### config.mk
export PLATFORM = sky130hd
export DESIGN_NAME = riscv_fetch_unit
export DESIGN_NICKNAME = d
export VERILOG_FILES = /design/src/rtl/riscv_fetch_unit.sv
export SDC_FILE = /design/constraint.sdc
export NUM_CORES = 1
export LEC_CHECK = 0
export CAP_MARGIN = 20
export CORE_MARGIN = 8
export CORE_UTILIZATION = 60
export DETAILED_ROUTE_END_ITERATION = 12
export GPL_TIMING_DRIVEN = 1
export PLACE_DENSITY = 0.9
export RECOVER_POWER = 50
export SLEW_MARGIN = 20
export SYNTH_ARGS = -nofsm -noshare
export SYNTH_HDL_FRONTEND = slang
export SYNTH_SLANG_ARGS = --single-unit
### constraint.sdc
create_clock -name clk -period 7.4 [get_ports clk]
set_input_delay 1.48 -clock clk [delete_from_list [all_inputs] [get_ports clk]]
set_output_delay 1.48 -clock clk [all_outputs]
set_load 0.03 [all_outputs]
### src/rtl/riscv_fetch_unit.sv
// riscv_fetch_unit
//   Decoupled instruction fetch front end for the pipelined RV32I core.
//   It issues pipelined word fetches over a req/gnt/rvalid memory port and
//   buffers the returned instructions, each with its PC, in a prefetch FIFO.
//   A redirect flushes the FIFO, restarts fetch at the new PC, and marks the
//   responses still in flight so that they are dropped when they return.
//
// Ports
//   clk, reset_n             clock, asynchronous active-low reset
//   instr_mem_req_o/addr_o   fetch request and word-aligned address
//   instr_mem_gnt_i          request accepted this cycle
//   instr_mem_rvalid_i       in-order response valid
//   instr_mem_rd_data_i      response instruction word
//   redirect_i/redirect_pc_i flush and restart fetch at a new PC
//   instr_valid_o/ready_i    decode handshake on the FIFO head
//   instr_o/instr_pc_o       head instruction and its PC (zero while empty)
module riscv_fetch_unit #(
  parameter logic [31:0] RESET_PC        = 32'h1000,
  parameter int          FIFO_DEPTH      = 4,
  parameter int          MAX_OUTSTANDING = 2
) (
  input  logic        clk,
  input  logic        reset_n,
  output logic        instr_mem_req_o,
  output logic [31:0] instr_mem_addr_o,
  input  logic        instr_mem_gnt_i,
  input  logic        instr_mem_rvalid_i,
  input  logic [31:0] instr_mem_rd_data_i,
  input  logic        redirect_i,
  input  logic [31:0] redirect_pc_i,
  output logic        instr_valid_o,
  input  logic        instr_ready_i,
  output logic [31:0] instr_o,
  output logic [31:0] instr_pc_o
);

  localparam int OW = $clog2(MAX_OUTSTANDING + 1);
  localparam int CW = $clog2(FIFO_DEPTH + 1);
  localparam int PW = $clog2(FIFO_DEPTH);

  typedef struct packed {
    logic [31:0] pc;
    logic [31:0] instr;
  } fetch_entry_t;

  logic [31:0]   fetch_addr, resp_pc;
  logic [OW-1:0] outstanding, discard, outstanding_nxt;
  logic [CW-1:0] fifo_count;
  logic [PW-1:0] rd_ptr, wr_ptr;
  fetch_entry_t  fifo_q [FIFO_DEPTH];

  logic credit_ok, accept, rsp_ok, push, pop;
  logic [31:0] redirect_pc_aligned;

  // Byte offset of a redirect target is ignored; fetch is word aligned.
  logic unused_redirect_lsb;
  assign unused_redirect_lsb = ^redirect_pc_i[1:0];
  assign redirect_pc_aligned = {redirect_pc_i[31:2], 2'b00};

  // Only request when every in-flight response that will actually be kept
  // has a guaranteed FIFO slot; responses marked for discard need no slot.
  // Without a grant this sum can only fall, so a pending request stays up.
  always_comb begin
    credit_ok = (32'(fifo_count) + 32'(outstanding) - 32'(discard)) < 32'(FIFO_DEPTH);
  end

  assign instr_mem_req_o  = reset_n && !redirect_i &&
                            (outstanding < OW'(MAX_OUTSTANDING)) && credit_ok;
  assign instr_mem_addr_o = fetch_addr;

  assign accept = instr_mem_req_o && instr_mem_gnt_i;
  // A response with nothing outstanding is a protocol error and is ignored.
  assign rsp_ok = instr_mem_rvalid_i && (outstanding != '0);
  assign push   = rsp_ok && !redirect_i && (discard == '0);
  assign instr_valid_o = (fifo_count != '0);
  assign pop    = instr_valid_o && instr_ready_i && !redirect_i;

  assign outstanding_nxt = outstanding + OW'(accept) - OW'(rsp_ok);

  always_ff @(posedge clk or negedge reset_n) begin
    if (!reset_n) begin
      fetch_addr  <= RESET_PC;
      resp_pc     <= RESET_PC;
      outstanding <= '0;
      discard     <= '0;
      fifo_count  <= '0;
      rd_ptr      <= '0;
      wr_ptr      <= '0;
    end else begin
      outstanding <= outstanding_nxt;
      if (redirect_i) begin
        fetch_addr <= redirect_pc_aligned;
        resp_pc    <= redirect_pc_aligned;
        // Everything still in flight after this cycle belongs to the old path.
        discard    <= outstanding_nxt;
        fifo_count <= '0;
        rd_ptr     <= '0;
        wr_ptr     <= '0;
      end else begin
        if (accept) fetch_addr <= fetch_addr + 32'd4;
        if (rsp_ok && (discard != '0)) discard <= discard - OW'(1);
        if (push) begin
          resp_pc <= resp_pc + 32'd4;
          wr_ptr  <= wr_ptr + PW'(1);
        end
        if (pop) rd_ptr <= rd_ptr + PW'(1);
        fifo_count <= fifo_count + CW'(push) - CW'(pop);
      end
    end
  end

  // Storage needs no reset: fifo_count qualifies every read.
  always_ff @(posedge clk) begin
    if (push) fifo_q[wr_ptr] <= '{pc: resp_pc, instr: instr_mem_rd_data_i};
  end

  assign instr_o    = instr_valid_o ? fifo_q[rd_ptr].instr : '0;
  assign instr_pc_o = instr_valid_o ? fifo_q[rd_ptr].pc    : '0;

endmodule

==> results of run 1 <==
==> cells in the mapped netlist (all sizes together), types with 4 or more instances <==
| library cell | count | area [sq um] |
|---|---|---|
| nand2 | 41 | 153.9 |
| mux2 | 6 | 67.56 |
| nand4 | 17 | 106.4 |
| nor3 | 12 | 65.06 |
| and3 | 11 | 68.82 |
| a221o | 5 | 50.05 |
| dfrtp | 69 | 1727 |
| a21o | 7 | 52.55 |
| o211ai | 4 | 35.03 |
| inv | 26 | 97.59 |
| a21oi | 10 | 53.80 |
| or4 | 7 | 56.30 |
| a31oi | 7 | 43.79 |
| mux4 | 62 | 1396 |
| mux2i | 11 | 110.1 |
| clkbuf | 28 | 105.1 |
| nand3 | 27 | 135.1 |
| xnor2 | 16 | 140.1 |
| nor2 | 27 | 101.4 |
| o21ai | 22 | 110.1 |
| and2 | 75 | 469.2 |
| edfxtp | 248 | 7447 |
| o31a | 9 | 78.83 |
| buf | 17 | 92.59 |
| xor2 | 22 | 192.7 |
| ha | 15 | 187.7 |
| nor4 | 14 | 87.58 |
| or3 | 6 | 37.54 |
==> flip-flops by register name, indices dropped and copies added (netlist names) <==
name and cells:
wr_ptr 2, resp_pc 30, outstanding 2, fifo_q 248, discard 2, rd_ptr 2, instr_mem_addr_o 30, fifo_count 3
==> power by group through the flow <==
stage               sequential, W  clock, W  combinational [W]
detailed placement        0.00224         0            0.00159
global placement          0.00223         0            0.00156
CTS                       0.00221   0.00155            0.00160
global route              0.00222   0.00162            0.00168
finish                    0.00220   0.00153            0.00157
floorplan                 0.00219         0            0.00104
==> layout make-up <==
class / instances / area [sq um]
clock buffers: 49 / 959.7
clock inverters: 9 / 57.56
fillers: 1333 / 5998
inverters: 26 / 97.59
multi-input cells: 473 / 4129
flip-flops and latches: 319 / 9231
well taps: 285 / 356.6
repair buffers: 172 / 1673
==> cell families (layout without fill, tap and decap cells) <==
logic type	Yosys count	after routing	share of synthesized area
flops	319	319	0.6767
simple gates	251	251	0.1018
compound gates	84	84	0.04304
mux	79	79	0.1154
buf+inv	71	256	0.02166
xor+xnor	38	38	0.02441
fa+ha+maj	17	17	0.01670
other cells	1	4	0.0002750
==> per-stage QoR <==
stage	util	setup slack, ps	instance area (sq um)
4_1_cts	0.7342	2321	16520
2_1_floorplan	-	3423	13650
6_report	0.7334	2256	16500
5_1_grt	0.7334	1412	16500
3_3_place_gp	0.6890	2958	15500
3_5_place_dp	0.6890	2927	15500
==> path summary, 6_finish.rpt <==
kind	startpoint	to	slack [ps]	cells after the start
max in group clk	redirect_i	instr_mem_addr_o[8]	2290	6
worst max-delay path	reset_n	rd_ptr[0]	2260	2
min in group asynchronous	reset_n	outstanding[0]	2410	2
worst max register to register	outstanding[1]	discard[1]	3700	14
worst min-delay path	instr_mem_addr_o[12]	instr_mem_addr_o[12]	560	2
worst min register to register	instr_mem_addr_o[12]	instr_mem_addr_o[12]	560	2
==> metal layers <==
metal	vias up	routed length (um)	global-route usage
met4	0	448	0.04544
met1	4063	12390	0.2854
met5	-	0	0
li1	3631	-	-
met2	329	14080	0.3391
met3	41	2191	0.04492
==> reports/summary.txt, run 1 <==
CLOCK TREE
-------------------------------------------------------------------------------------
CTS Sinks                                                                         319
Clock-pin slew on the worst setup and hold paths                                60 ps
Clk_lat worst skew                                                             560 ps
Number of buffers between clock root and the deepest sink                           3
H-tree depth                                                                        1
Buffers inserted by post-CTS timing repair                                          0
TritonCTS buffer count                                                             31
Cell at the root of the clock tree                                       sky130_fd_sc_hd__clkbuf_16
CTS tree                                                                          yes
Total of cells resized after clock tree synthesis                                   0
Number of hold-repair buffers added at the cts stage                                0

DIE
-------------------------------------------------------------------------------------
Die area                                                                 0.02780 sq mm
Die boundary width                                                           166.7 um
Initial cell density of the core                                               0.6059
Number of placement rows                                                           55
Number of placed I/O pins                                                         168
Core Box Area                                                            0.02250 sq mm
Overall die height                                                           166.7 um

SYNTH
-------------------------------------------------------------------------------------
EDFF count, synth                                                                 248
Number of different library cells in the post-synthesis netlist                    56
Count of mapped cells out of synthesis                                            860
Synthesized area per cell                                                 15.85 sq um
Syn. warnings                                                                       0
Register bit total from synthesis                                                 319
Most used flip-flop cell after synthesis                                 sky130_fd_sc_hd__edfxtp_1
Combined area of all synthesized cells                                   0.01363 sq mm
Sequential element share of the synthesized area                               0.6767
Proportion of synthesized flip-flops having asynchronous set or reset          0.2226

GRT
-------------------------------------------------------------------------------------
Number of antenna violations at the first check in global routing                   0
GRT Overall Usage                                                              0.2077
Largest net degree at the start of global routing                                  72
Via count of the first global-routing pass                                       8399
Wire length of the first global-routing pass                                 46080 um
Total congestion overflow after global routing                                      0

PLACE
-------------------------------------------------------------------------------------
Number of instances in the placed design                                         1275
Number of buffer cells added on primary ports                                     161
Post-DP HPWL                                                                 18400 um
Final estimated routing congestion in global placement                         0.8747

FINISH
-------------------------------------------------------------------------------------
Most common cell after layout, fill and taps aside                       sky130_fd_sc_hd__edfxtp_1
Final net count                                                                  1110
Fraction of final layout cells sized beyond drive strength 1                   0.1384
Area growth from synthesis to layout                                           21.05%
Leading cell types in the layout, fill and taps excluded                 sky130_fd_sc_hd__edfxtp_1, sky130_fd_sc_hd__clkdlybuf4s50_1, sky130_fd_sc_hd__and2_1
Final standard cell count with taps included and fillers excluded                1333
Final antenna diode count                                                           0

RUN
-------------------------------------------------------------------------------------
Maxcap violations                                                                   3

CRITICAL PATH
-------------------------------------------------------------------------------------
Buffers & Inverters on Critical Path                                                2
Slowest cell on the critical path                                        sky130_fd_sc_hd__clkbuf_1
CP Data Arrival Time                                                          4330 ps
Critical Path Fanout Max                                                           71
Setup crit end kind                                                      asynchronous set/reset pin
Critical Path, Cell by Cell                                              buf_2 -> clkbuf_1
Critical Path Max Stage Delay                                                 2730 ps
Delay-heaviest family, CP                                                buffers and inverters
Required time of the critical path                                            6580 ps
Worst setup SP type                                                         input pin
Critical path class                                                       in -> async

TIMING
-------------------------------------------------------------------------------------
RSZ-0062 raised after global routing                                            false
Slew at the pin closest to its max-slew limit                                 3914 ps
Hold slack                                                                   562.1 ps
Post-route clock period utilization                                            0.6951
Max_slew headroom                                                              -1.609
Count of endpoints failing hold in the final timing report                          0
Setup violation total in the final timing report                                    0
Worst setup skew after layout                                                30.63 ps
FMAX                                                                       0.1944 GHz
Final Max Slew Viols                                                              172
Setup tns final                                                                  0 ps
Post-layout minimum cycle time                                                5144 ps

PWR
-------------------------------------------------------------------------------------
Fraction of power consumed by the clock network                                 0.289
Peak ir drop on the vdd network                                             0.1734 mV
Sequential fraction of design power                                             0.416
Net switching power figure                                                 0.001650 W
Power density relative to cell area                                      321.3 mW/mm^2
Static Leakage                                                               5.629 nW
Switching share of power                                                       0.3111
Combinational share of power                                                    0.296
Internal power contribution                                                0.003653 W
Total power after layout                                                   0.005302 W

ROUTING
-------------------------------------------------------------------------------------
Detail-routed net length per standard cell                                   21.84 um
Routed vias                                                                      8064
Detailed Routing Iterations Pass 1                                                  6
Antenna viol nets, final                                                            0
Average via count per standard cell                                             6.050
DRC violation count after routing                                                   0
Count of routing violations after the opening detailed-route iteration            565
Wire length reported by the detailed router                                  29110 um

WORST HOLD PATH
-------------------------------------------------------------------------------------
Tightest Hold Check Type                                                   reg -> reg

STATUS
-------------------------------------------------------------------------------------
Failing checks                                                           max-capacitance violations, max-slew violations
Run status                                                               finished with violations

No activity file was read; power rests on OpenSTA's default activity.
==> run 2, diff against run 1 <==
--- a/config.mk
+++ b/config.mk
@@ -7,10 +7,10 @@
 export LEC_CHECK = 0
 export CAP_MARGIN = 20
 export CORE_MARGIN = 8
-export CORE_UTILIZATION = 60
+export CORE_UTILIZATION = 56
 export DETAILED_ROUTE_END_ITERATION = 12
 export GPL_TIMING_DRIVEN = 1
-export PLACE_DENSITY = 0.9
+export PLACE_DENSITY = 0.85
 export RECOVER_POWER = 50
 export SLEW_MARGIN = 20
 export SYNTH_ARGS = -nofsm -noshare
==> constraint.sdc (replaced) <==
create_clock -name clk -period 5.28 [get_ports clk]
set_input_delay 1.056 -clock clk [delete_from_list [all_inputs] [get_ports clk]]
set_output_delay 1.056 -clock clk [all_outputs]
set_load 0.03 [all_outputs]
==> reports/summary.txt, run 2 (same netlist as run 1, synthesis figures left out) <==
CRITICAL PATH
-------------------------------------------------------------------------------------
CP Data Arrival Time                                                          4880 ps   +550 ps
Worst setup SP type                                                         input pin
Slowest cell on the critical path                                        sky130_fd_sc_hd__clkbuf_1
Critical Path Max Stage Delay                                                 1940 ps   -790 ps
Critical path's most frequent cell                                       sky130_fd_sc_hd__clkbuf_1
Required time of the critical path                                            5540 ps   -1040 ps
Setup crit end kind                                                          register
Setup slack of the most critical reg-to-reg path                              1590 ps   -2110 ps
Launch instance of the worst register-to-register path                   outstanding[1]
Worst Setup SP                                                             redirect_i
Delay-heaviest family, CP                                                buffers and inverters
Buffers & Inverters on Critical Path                                                3   +1
Critical Path, Cell by Cell                                              clkbuf_1 -> clkbuf_1 -> nor2_1 -> and2_0 -> buf_12
Critical Path Fanout Max                                                           66   -7.0%
Critical path class                                                         in -> reg

PWR
-------------------------------------------------------------------------------------
Peak ir drop on the vdd network                                             0.2693 mV   +55%
Static Leakage                                                               5.678 nW   +0.87%
Power density relative to cell area                                      460.5 mW/mm^2   +43%

TIMING
-------------------------------------------------------------------------------------
Max_slew headroom                                                             -0.8114   +0.7979
Final Max Slew Viols                                                               86   -50%
Worst setup skew after layout                                                17.74 ps   -12.89 ps
Count of endpoints failing hold in the final timing report                          0   unchanged
Setup tns final                                                                  0 ps   unchanged
Post-route setup slack                                                       656.3 ps   -1600 ps
Post-route clock period utilization                                            0.8757
Slew at the pin closest to its max-slew limit                                 2717 ps   -1197 ps
RSZ-0062 raised after global routing                                            false
Hold slack                                                                   552.1 ps   -10.06 ps
Setup violation total in the final timing report                                    0   unchanged
FMAX                                                                       0.2163 GHz
Post-layout minimum cycle time                                                4624 ps

ROUTING
-------------------------------------------------------------------------------------
Detailed Routing Iterations Pass 1                                                  5   -1
Met2 wire length                                                             13900 um   -1.3%
Detail-routed net length per standard cell                                   21.09 um   -3.4%
Routed vias                                                                      8105   +0.51%
DRC violation count after routing                                                   0   unchanged
Antenna viol nets, final                                                            0   unchanged
Wire length reported by the detailed router                                  28940 um   -0.58%
Count of routing violations after the opening detailed-route iteration            673   +19%
Top Metal Used                                                                   met5
Wire length the detailed router placed on met1                               12040 um   -2.8%
Routed length on met3                                                         2493 um   +14%
Average via count per standard cell                                             5.907   -2.3%

CLOCK TREE
-------------------------------------------------------------------------------------
CTS tree                                                                          yes
Buffers inserted by post-CTS timing repair                                          0   unchanged
TritonCTS buffer count                                                             31   unchanged
H-tree depth                                                                        1   unchanged
Clock-pin slew on the worst setup and hold paths                                60 ps   about the same
Number of buffers between clock root and the deepest sink                           3   unchanged
Number of hold-repair buffers added at the cts stage                                0   unchanged
CTS Sinks                                                                         319   unchanged
Clk_lat worst skew                                                             550 ps   about the same
Cell at the root of the clock tree                                       sky130_fd_sc_hd__clkbuf_16
Total of cells resized after clock tree synthesis                                   0   unchanged

STATUS
-------------------------------------------------------------------------------------
Run status                                                               finished with violations
Failing checks                                                           max-capacitance violations, max-slew violations

PLACE
-------------------------------------------------------------------------------------
Number of buffer cells added on primary ports                                     161   unchanged
Final estimated routing congestion in global placement                         0.8659   -1.0%
Post-Place Worst Slack                                                        1269 ps   -1657 ps
Post-DP HPWL                                                                 18500 um   +0.52%
Number of instances in the placed design                                         1315   +3.1%

DIE
-------------------------------------------------------------------------------------
Overall die height                                                           172.0 um   +3.2%
Core Box Area                                                            0.02411 sq mm   +7.1%
Die area                                                                 0.02960 sq mm   +6.4%
Die boundary width                                                           172.0 um   +3.2%
Initial cell density of the core                                               0.5656   -0.04029
Number of placement rows                                                           57   +3.6%
Number of placed I/O pins                                                         168   unchanged

GRT
-------------------------------------------------------------------------------------
Wire length of the first global-routing pass                                 45790 um   -0.63%
Total congestion overflow after global routing                                      0   unchanged
Number of antenna violations at the first check in global routing                   1   +1
Largest net degree at the start of global routing                                  72   unchanged
GRT Overall Usage                                                              0.1985   -0.009226
Via count of the first global-routing pass                                       8329   -0.83%

WORST HOLD PATH
-------------------------------------------------------------------------------------
Tightest Hold Check Type                                                   reg -> reg
Worst min-delay path startpoint                                          instr_mem_addr_o[12]

FINISH
-------------------------------------------------------------------------------------
Number of flip-flops under the largest register name                              248   unchanged
Multi-input logic area                                                   0.004121 sq mm   -0.18%
Share of the core filled with cells                                            0.6945   -0.03890
Final net count                                                                  1111   +0.090%
Final antenna diode count                                                           0   unchanged
Most common cell after layout, fill and taps aside                       sky130_fd_sc_hd__edfxtp_1
Area growth from synthesis to layout                                           22.80%
Sequential Area                                                          0.009231 sq mm   unchanged
Largest register by flop count                                                 fifo_q
Fraction of final layout cells sized beyond drive strength 1                   0.1345   -0.003817
Filler cell count                                                                1611   +21%
Final standard cell count with taps included and fillers excluded                1372   +2.9%
Leading cell types in the layout, fill and taps excluded                 sky130_fd_sc_hd__edfxtp_1, sky130_fd_sc_hd__clkdlybuf4s50_1, sky130_fd_sc_hd__and2_1

RUN
-------------------------------------------------------------------------------------
Maxcap violations                                                                   3   unchanged

run 2: report_power, final:
| group | internal, W | switching (W) |
|---|---|---|
| logic | 0.00101 | 0.00121 |
| registers | 0.00287 | 0.000207 |
| clock network | 0.00152 | 0.000888 |
run 2: final timing paths:
path | to | cells after the start
worst min register to register | instr_mem_addr_o[12] | 2
worst max register to register | discard[1] | 14
min in group asynchronous | instr_mem_addr_o[29] | 2
worst min-delay path | instr_mem_addr_o[12] | 2
worst max-delay path | fifo_q[2][25] | 5
max in group asynchronous | rd_ptr[0] | 2
run 2: metal layers:
| metal | track usage | up-vias |
|---|---|---|
| met5 | 0 | - |
| met4 | 0.04573 | 2 |
| met3 | 0.04018 | 46 |
| met2 | 0.3250 | 352 |
| met1 | 0.2726 | 4073 |
| li1 | - | 3632 |
run 2: worst reg2reg max path: stages (launching register included):
cell,delay (ps)
sky130_fd_sc_hd__dfrtp_1,430
sky130_fd_sc_hd__inv_1,90
sky130_fd_sc_hd__fa_1,540
sky130_fd_sc_hd__inv_1,40
sky130_fd_sc_hd__ha_1,270
sky130_fd_sc_hd__and3b_1,190
sky130_fd_sc_hd__o21ai_0,440
sky130_fd_sc_hd__a21oi_2,140
sky130_fd_sc_hd__inv_2,450
sky130_fd_sc_hd__ha_1,340
sky130_fd_sc_hd__inv_1,50
sky130_fd_sc_hd__ha_1,150
sky130_fd_sc_hd__xnor2_1,140
sky130_fd_sc_hd__xnor2_1,130
sky130_fd_sc_hd__o21a_1,180
run 2: final cells by class:
class | count | share of cell area
clock inverters | 17 | 0.01741
multi-input cells | 473 | 0.2462
flip-flops and latches | 319 | 0.5514
well taps | 324 | 0.02421
repair buffers | 173 | 0.1043
clock buffers | 40 | 0.05067
inverters | 26 | 0.005829
run 2: metrics by stage:
| stage | cell area (sq um) | total power (W) |
|---|---|---|
| floorplan | 13650 | 0.004518 |
| global placement | 15620 | 0.005332 |
| detailed placement | 15620 | 0.005380 |
| CTS | 16760 | 0.007811 |
| global route | 16740 | 0.008057 |
| finish | 16740 | 0.007709 |
==> run 3, diff against run 2 <==
==> constraint.sdc (replaced) <==
create_clock -name clk -period 5.28 [get_ports clk]
set_input_delay 0.792 -clock clk [delete_from_list [all_inputs] [get_ports clk]]
set_output_delay 0.792 -clock clk [all_outputs]
set_load 0.03 [all_outputs]
==> reports/summary.txt, run 3 (same netlist as run 1, synthesis figures left out) <==
CRITICAL PATH
-------------------------------------------------------------------------------------
Setup crit end kind                                                          register
Required time of the critical path                                            5540 ps   about the same
CP Data Arrival Time                                                          4750 ps   -130 ps
Worst setup SP type                                                         input pin
Critical Path Fanout Max                                                           50   -24%
Critical path class                                                         in -> reg

ROUTING
-------------------------------------------------------------------------------------
DRC violation count after routing                                                   0   unchanged
Count of routing violations after the opening detailed-route iteration            641   -4.8%
Wire length reported by the detailed router                                  29460 um   +1.8%
Detailed Routing Iterations Pass 1                                                  5   unchanged
Detail-routed net length per standard cell                                   21.40 um   +1.4%
Antenna viol nets, final                                                            0   unchanged
Routed vias                                                                      8097   -0.099%
Average via count per standard cell                                             5.880   -0.46%

PLACE
-------------------------------------------------------------------------------------
Number of buffer cells added on primary ports                                     161   unchanged
Final estimated routing congestion in global placement                         0.8306   -4.1%
Number of instances in the placed design                                         1319   +0.30%
Post-DP HPWL                                                                 19570 um   +5.8%

GRT
-------------------------------------------------------------------------------------
Wire length of the first global-routing pass                                 46640 um   +1.9%
Largest net degree at the start of global routing                                  72   unchanged
Number of antenna violations at the first check in global routing                   0   -1
GRT Overall Usage                                                              0.2020   +0.003486
Total congestion overflow after global routing                                      0   unchanged
Via count of the first global-routing pass                                       8422   +1.1%

TIMING
-------------------------------------------------------------------------------------
Post-route clock period utilization                                            0.8505   -0.02516
Worst setup skew after layout                                                10.71 ps   -7.033 ps
Setup tns final                                                                  0 ps   unchanged
RSZ-0062 raised after global routing                                            false
Max_slew headroom                                                             -0.3972   +0.4142
Slew at the pin closest to its max-slew limit                                 2096 ps   -621.3 ps
Count of endpoints failing hold in the final timing report                          0   unchanged
Post-layout minimum cycle time                                                4491 ps   -132.8 ps
Final Max Slew Viols                                                               98   +14%
FMAX                                                                       0.2227 GHz   +3.0%
Setup violation total in the final timing report                                    0   unchanged

FINISH
-------------------------------------------------------------------------------------
Fraction of final layout cells sized beyond drive strength 1                   0.1339   -0.0006389
Final standard cell count with taps included and fillers excluded                1377   +0.36%
Final antenna diode count                                                           0   unchanged
Leading cell types in the layout, fill and taps excluded                 sky130_fd_sc_hd__edfxtp_1, sky130_fd_sc_hd__clkdlybuf4s50_1, sky130_fd_sc_hd__and2_1
Most common cell after layout, fill and taps aside                       sky130_fd_sc_hd__edfxtp_1
Largest register by flop count                                                 fifo_q
Final net count                                                                  1115   +0.36%
Area growth from synthesis to layout                                           21.53%
Number of flip-flops under the largest register name                              248   unchanged

CLOCK TREE
-------------------------------------------------------------------------------------
Clock-pin slew on the worst setup and hold paths                                60 ps   about the same
Clk_lat worst skew                                                             550 ps   about the same
CTS tree                                                                          yes
Total of cells resized after clock tree synthesis                                   0   unchanged
TritonCTS buffer count                                                             31   unchanged
Cell at the root of the clock tree                                       sky130_fd_sc_hd__clkbuf_16
Number of buffers between clock root and the deepest sink                           3   unchanged
Buffers inserted by post-CTS timing repair                                          0   unchanged
CTS Sinks                                                                         319   unchanged
H-tree depth                                                                        1   unchanged
Number of hold-repair buffers added at the cts stage                                0   unchanged

DIE
-------------------------------------------------------------------------------------
Die area                                                                 0.02960 sq mm   unchanged
Die boundary width                                                           172.0 um   unchanged
Initial cell density of the core                                               0.5656   unchanged
Number of placement rows                                                           57   unchanged
Number of placed I/O pins                                                         168   unchanged
Overall die height                                                           172.0 um   unchanged
Core Box Area                                                            0.02411 sq mm   unchanged

PWR
-------------------------------------------------------------------------------------
Power density relative to cell area                                      447.3 mW/mm^2   -2.9%
Peak ir drop on the vdd network                                             0.2498 mV   -7.2%
Static Leakage                                                               5.611 nW   -1.2%

RUN
-------------------------------------------------------------------------------------
Maxcap violations                                                                   3   unchanged

STATUS
-------------------------------------------------------------------------------------
Run status                                                               finished with violations
Failing checks                                                           max-capacitance violations, max-slew violations

WORST HOLD PATH
-------------------------------------------------------------------------------------
Tightest Hold Check Type                                                  in -> async

## run 3: final timing paths
kind / from / cells past startpoint / slack (ps) / to
max: redirect_i / 5 / 790 / fifo_q[0][6]
min in group clk: instr_mem_addr_o[12] / 2 / 560 / instr_mem_addr_o[12]
max reg2reg: outstanding[1] / 15 / 1230 / discard[1]
max in group asynchronous: reset_n / 2 / 4060 / rd_ptr[0]
min: reset_n / 2 / 520 / instr_mem_addr_o[29]
min reg2reg: instr_mem_addr_o[12] / 2 / 560 / instr_mem_addr_o[12]
## run 3: through the flow
step                setup WS [ps]  hold slack [ps]  cell area [sq um]  utilization  power, W
detailed placement           1233            549.9              15600       0.6473  0.005389
finish                      789.1            524.5              16570       0.6874  0.007412
global route                458.5            592.6              16570       0.6874  0.007750
global placement             1318            533.3              15600       0.6473  0.005329
CTS                         902.0            510.7              16600       0.6885  0.007497
floorplan                    1838            494.1              13650            -  0.004518
## run 3: critical path, cell delays in order
cell and delay (ps):
sky130_fd_sc_hd__clkbuf_1 550, sky130_fd_sc_hd__clkbuf_1 1560, sky130_fd_sc_hd__nor2_1 290, sky130_fd_sc_hd__and2_0 960
sky130_fd_sc_hd__buf_4 550
## run 3: metal layers
layer / vias up / wire [um] / GRT usage
met5: - / 0 / 0
met4: 0 / 414 / 0.04010
met3: 40 / 2294 / 0.03721
met2: 347 / 14300 / 0.3365
met1: 4057 / 12450 / 0.2774
li1: 3653 / - / -
## run 3: layout make-up
| type | instances | area [sq um] |
|---|---|---|
| Sequential cell | 319 | 9231 |
| Fill cell | 1616 | 7536 |
| Multi-Input combinational cell | 473 | 4116 |
| Timing Repair Buffer | 177 | 1724 |
| Clock buffer | 39 | 867.1 |
| Tap cell | 324 | 405.4 |
| Clock inverter | 19 | 127.6 |
| Inverter | 26 | 97.59 |
## run 3: report_power, final
group	switching (W)	internal, W
logic	0.00122	0.00101
registers	0.000198	0.00287
clock network	0.000900	0.00121
